### src/rtl/instr_cache.sv
// Direct-mapped, read-only instruction cache. Hits return the word
// combinationally; misses stall the CPU while a 16-byte block is fetched
// from instruction memory and installed in the indexed line.
module instr_cache #(
  parameter int ADDR_BITS  = 10,
  parameter int INDEX_BITS = 3
) (
  input  logic                 CLK,
  input  logic                 RESET,
  input  logic [31:0]          PC,
  output logic [31:0]          INSTRUCTION,
  output logic                 BUSYWAIT,
  output logic                 MEM_READ,
  output logic [ADDR_BITS-5:0] MEM_ADDRESS,
  input  logic [127:0]         MEM_READDATA,
  input  logic                 MEM_BUSYWAIT
);

  localparam int TAG_BITS = ADDR_BITS - INDEX_BITS - 4;
  localparam int BLK_BITS = ADDR_BITS - 4;
  localparam int LINES    = 1 << INDEX_BITS;

  typedef enum logic [1:0] {S_IDLE, S_MEM_READ, S_UPDATE} state_t;

  state_t                state_q, state_d;
  logic [BLK_BITS-1:0]   fill_addr_q, fill_addr_d;
  logic [127:0]          fill_buf_q, fill_buf_d;
  logic [LINES-1:0]      valid_q;
  logic [TAG_BITS-1:0]   tag_q  [LINES];
  logic [127:0]          data_q [LINES];

  logic [1:0]            pc_off;
  logic [INDEX_BITS-1:0] pc_idx;
  logic [TAG_BITS-1:0]   pc_tag;
  logic [INDEX_BITS-1:0] fill_idx;
  logic [TAG_BITS-1:0]   fill_tag;
  logic [3:0][31:0]      line_w;
  logic                  hit;
  logic                  unused_pc;

  // PC bits above the address range alias; the byte lane bits are ignored.
  assign unused_pc = ^{PC[31:ADDR_BITS], PC[1:0]};

  assign pc_off   = PC[3:2];
  assign pc_idx   = PC[INDEX_BITS+3:4];
  assign pc_tag   = PC[ADDR_BITS-1:INDEX_BITS+4];
  assign fill_idx = fill_addr_q[INDEX_BITS-1:0];
  assign fill_tag = fill_addr_q[BLK_BITS-1:INDEX_BITS];
  assign line_w   = data_q[pc_idx];

  // Lookup only counts while idle, so a PC change mid-fill cannot hit early.
  assign hit = (state_q == S_IDLE) && valid_q[pc_idx] && (tag_q[pc_idx] == pc_tag);

  // State, fill registers and valid bits; reset aborts any fill in flight.
  always_ff @(posedge CLK or posedge RESET) begin
    if (RESET) begin
      state_q     <= S_IDLE;
      fill_addr_q <= '0;
      fill_buf_q  <= '0;
      valid_q     <= '0;
    end else begin
      state_q     <= state_d;
      fill_addr_q <= fill_addr_d;
      fill_buf_q  <= fill_buf_d;
      if (state_q == S_UPDATE) valid_q[fill_idx] <= 1'b1;
    end
  end

  // Line tag/data storage is not cleared; valid bits gate its use.
  always_ff @(posedge CLK) begin
    if (state_q == S_UPDATE && !RESET) begin
      tag_q[fill_idx]  <= fill_tag;
      data_q[fill_idx] <= fill_buf_q;
    end
  end

  // Next state: latch the miss address once, then ride out the memory handshake.
  always_comb begin
    state_d     = state_q;
    fill_addr_d = fill_addr_q;
    fill_buf_d  = fill_buf_q;
    case (state_q)
      S_IDLE: begin
        if (!hit) begin
          state_d     = S_MEM_READ;
          fill_addr_d = {pc_tag, pc_idx};
        end
      end
      S_MEM_READ: begin
        if (!MEM_BUSYWAIT) begin
          fill_buf_d = MEM_READDATA;
          state_d    = S_UPDATE;
        end
      end
      S_UPDATE: state_d = S_IDLE;
      default:  state_d = S_IDLE;
    endcase
  end

  // Outputs: the fill address doubles as the memory address and holds between fills.
  always_comb begin
    MEM_READ    = (state_q == S_MEM_READ);
    MEM_ADDRESS = fill_addr_q;
    BUSYWAIT    = !RESET && !hit;
    INSTRUCTION = hit ? line_w[pc_off] : 32'h0;
  end

endmodule

### config.mk
export PLATFORM = sky130hd
export DESIGN_NAME = instr_cache
export DESIGN_NICKNAME = d
export VERILOG_FILES = /design/src/rtl/instr_cache.sv
export SDC_FILE = /design/constraint.sdc
export NUM_CORES = 1
export LEC_CHECK = 0
export ABC_AREA = 0
export CORE_AREA = 2 2 329 364
export CTS_CLUSTER_DIAMETER = 60
export CTS_CLUSTER_SIZE = 20
export DETAILED_ROUTE_END_ITERATION = 8
export DIE_AREA = 0 0 331 366
export SETUP_SLACK_MARGIN = 0.3
export SLEW_MARGIN = 20
export SYNTH_ARGS = -nofsm -noshare
export SYNTH_HDL_FRONTEND = slang
export SYNTH_SLANG_ARGS = --single-unit
### constraint.sdc
create_clock -name CLK -period 18.6 [get_ports CLK]
set_clock_uncertainty 0.05 [all_clocks]
set_input_delay 3.72 -clock CLK [delete_from_list [all_inputs] [get_ports CLK]]
set_output_delay 3.72 -clock CLK [all_outputs]
set_load 0.005 [all_outputs]
==> flow_metrics.env <==
export IMPL_muxShareOfSynthArea=0.189
export IMPL_path_max_fanout=73
export IMPL_syn_instance_count=1973
export IMPL_final_antenna_net_count=0
export IMPL_drt_first_pass_iters=7
export IMPL_vdd_ir_drop_max_uv=67.5
export IMPL_finalCritPeriodShare=0.633
export IMPL_yosys_area_share_simple=0.00913
export IMPL_p_sw_frac=0.245
export IMPL_nets=2326
export IMPL_critPathTopFamily="buffers and inverters"
export IMPL_clkSlewWorstSetupHoldPaths_ps=60
export IMPL_combPwrFrac=0.079
export IMPL_synth_cell_types=29
export IMPL_cts_hold_buffers=0
export IMPL_pwr_density_cell_nw_per_um2=118
export IMPL_worst_path_max_delay_cell="buf_4"
export IMPL_post_cts_resized=0
export IMPL_path_cells="buf_8 > buf_4 > buf_4 > mux4_2 > nor2b_1 > a211oi_1 > a211o_1 > a211oi_1 > clkdlybuf4s50_1"
export IMPL_wire_per_inst_um=26.5
export IMPL_synthAdderAreaFrac=0
export IMPL_num_io_pins=203
export IMPL_drt_total_wl_mm=100
export IMPL_htreeDepth=3
export IMPL_drtIter0Drc=1590
export IMPL_synth_top_cell_area_share=0.691
export IMPL_hold_class="flop to flop"
export IMPL_cp_startpoint="PC[5]"
export IMPL_synthArstFlopShare=0.121
export IMPL_drc_errors=0
export IMPL_core_area_um2=117000
export IMPL_synth_ff_type="edfxtp_1"
export IMPL_synth_xor_area_frac=0.000577
export IMPL_leakage_uw=0.0164
export IMPL_synth_compound_area_frac=0.0183
export IMPL_ys_top_cells_by_area="edfxtp_1, mux4_2, dfrtp_1"
export IMPL_final_min_clock_period_ps=11780
export IMPL_insertion_delay_ps=660
export IMPL_cts_root_buf="clkbuf_16"
export IMPL_vias_per_cell=5.42
export IMPL_gp_congestion=0.728
export IMPL_critPathMaxStageDelay_ps=860
export IMPL_synth_edf_count=1048
export IMPL_hold_viol=0
export IMPL_ys_seq_area_frac=0.771
export IMPL_chipHeight_um=366
export IMPL_power_share_clock=0.311
export IMPL_synth_nets=2136
export IMPL_die_w_um=331
export IMPL_status="completed"
export IMPL_setup_viol=0
export IMPL_worstMarginPinSlew_ps=978
export IMPL_postCtsSetupRepairBufs=0
export IMPL_clock_path_buffers=3
export IMPL_internal_power_uw=4610
export IMPL_relSlewSlack=0.348
export IMPL_rsz0062_at_grt="no"
export IMPL_critPathBufInv=4
export IMPL_hpwl_mm=54.5
export IMPL_cp_start_kind="primary input"
export IMPL_cp_end_kind="output pin"
export IMPL_syn_area_um2=45500
export IMPL_overflow=0
export IMPL_antenna_found_initial=4
export IMPL_grt_pass1_vias=21600
export IMPL_dieArea_um2=121000
export IMPL_yosysMostFrequentCell="edfxtp_1"
export IMPL_post_place_ws_ps=6660
export IMPL_dp_cells=3619
export IMPL_synth_top_family_by_area="multiplexers"
export IMPL_syn_avg_cell_area_um2=23.1
export IMPL_synth_top_cell_by_area="edfxtp_1"
export IMPL_finalWorstSetupSlack_ps=6820
export IMPL_initial_core_util=0.388
export IMPL_ys_warn_count=0
export IMPL_cts_sinks=1192
export IMPL_num_rows=132
export IMPL_synth_seq_cells=1192
export IMPL_holdCritStartpoint="valid_q[3]$_DFFE_PP0N_"
export IMPL_criticalPathCategory="primary input to output pin"
export IMPL_power_switching_uw=1500
export IMPL_grt_max_degree=94
export IMPL_io_buffers=178
export IMPL_vias=20500
export IMPL_max_cap_violations=0
export IMPL_cts_tree="yes"
export IMPL_synth_common_cells="edfxtp_1, mux4_2, dfrtp_1, mux2_2, a211oi_1"
export IMPL_grt_usage=0.166
export IMPL_crit_arrival_ps=8010
export IMPL_syn_to_final_growth_pct=14.0
export IMPL_grt_pass1_wl_mm=147
export IMPL_seqPwrFrac=0.610
export IMPL_fmaxAchievable_ghz=0.0849
export IMPL_required_ps=14830
export IMPL_layout_drive_gt1_share=0.276
export IMPL_numCtsBuffers=83
export IMPL_slew_violations=0
export IMPL_fin_tns_setup_ps=0
export IMPL_rr_startpoint="MEM_ADDRESS[2]$_DFFE_PP0P_"
export IMPL_instances_no_fill=3778
==> state kept, by name, indices dropped and copies added (netlist names) <==
name         count
MEM_ADDRESS      6
data_q        1024
state_q          2
fill_buf_q     128
valid_q          8
tag_q           24
==> metal layers <==
layer | vias up | global-route usage | wire (um) | share of wire
li1 | 8664 | - | - | -
met1 | 11200 | 0.230 | 42900 | 0.43
met2 | 528 | 0.277 | 50400 | 0.50
met3 | 98 | 0.0230 | 5020 | 0.050
met4 | 0 | 0.0426 | 1840 | 0.018
met5 | - | 0 | 0 | 0
==> area by class of cell <==
class	count	area [um2]
Tap cell	1541	1930
Clock buffer	113	2240
Sequential cell	1192	35100
Fill cell	9843	65400
Inverter	3	18.8
Clock inverter	43	561
Multi-Input combinational cell	664	9910
Timing Repair Buffer	219	2130
Antenna cell	3	7.51
==> power by group through the flow <==
stage               combinational (uW)  sequential [uW]  clock (uW)
floorplan                          335             3660           0
global placement                   482             3740           0
detailed placement                 489             3790           0
CTS                                492             3730        1950
global route                       517             3780        2050
finish                             481             3730        1900
==> logic make-up (layout without fill, tap and decap cells) <==
logic type                count (synthesis)  after routing
other                                     0              3
muxes                                   473            473
xor gates and xnor gates                  3              3
AOI/OAI and AO/OA                       105            105
and+or+nand+nor                          83             83
buffers and inverters                   117            378
DFF                                    1192           1192
==> layout by cell type (no fill, tap or decap), drive strengths merged, types with 2 or more instances in the layout <==
| cell type | synthesis | routed |
|---|---|---|
| buf | 59 | 45 |
| xor2 | 3 | 3 |
| dfrtp | 144 | 144 |
| clkinvlp | 0 | 4 |
| nor2 | 6 | 6 |
| o21a | 2 | 2 |
| clkbuf | 55 | 114 |
| nor2b | 32 | 32 |
| clkinv | 0 | 11 |
| edfxtp | 1048 | 1048 |
| mux4 | 294 | 294 |
| nor3 | 5 | 5 |
| o21bai | 8 | 8 |
| inv | 3 | 27 |
| mux2i | 44 | 44 |
| clkdlybuf4s50 | 0 | 173 |
| a211o | 31 | 31 |
| a211oi | 62 | 62 |
| nand2 | 34 | 34 |
| mux2 | 135 | 135 |
| bufinv | 0 | 4 |
| diode | 0 | 3 |
==> metrics by stage <==
step	area [um2]	util	hold slack (ps)	power (uW)
detailed placement	49100	0.418	412	4280
CTS	51900	0.442	430	6170
global route	51900	0.442	439	6350
floorplan	45500	-	388	4000
global placement	49100	0.418	403	4220
finish	51900	0.442	441	6100
==> path summary, 6_finish.rpt <==
check                           cells after the start                          end  slack (ps)
worst min-delay path                                1       valid_q[3]$_DFFE_PP0N_         440
worst max-delay path                                9              INSTRUCTION[15]        6820
worst max register to register                      4     data_q[6][108]$_DFFE_PP_       15050
min in group asynchronous                           2       state_q[1]$_DFFE_PP0P_        3660
worst min register to register                      1       valid_q[3]$_DFFE_PP0N_         440
max in group asynchronous                           3  fill_buf_q[103]$_DFFE_PP0P_       13670
Power figures use the tool's default switching activity.
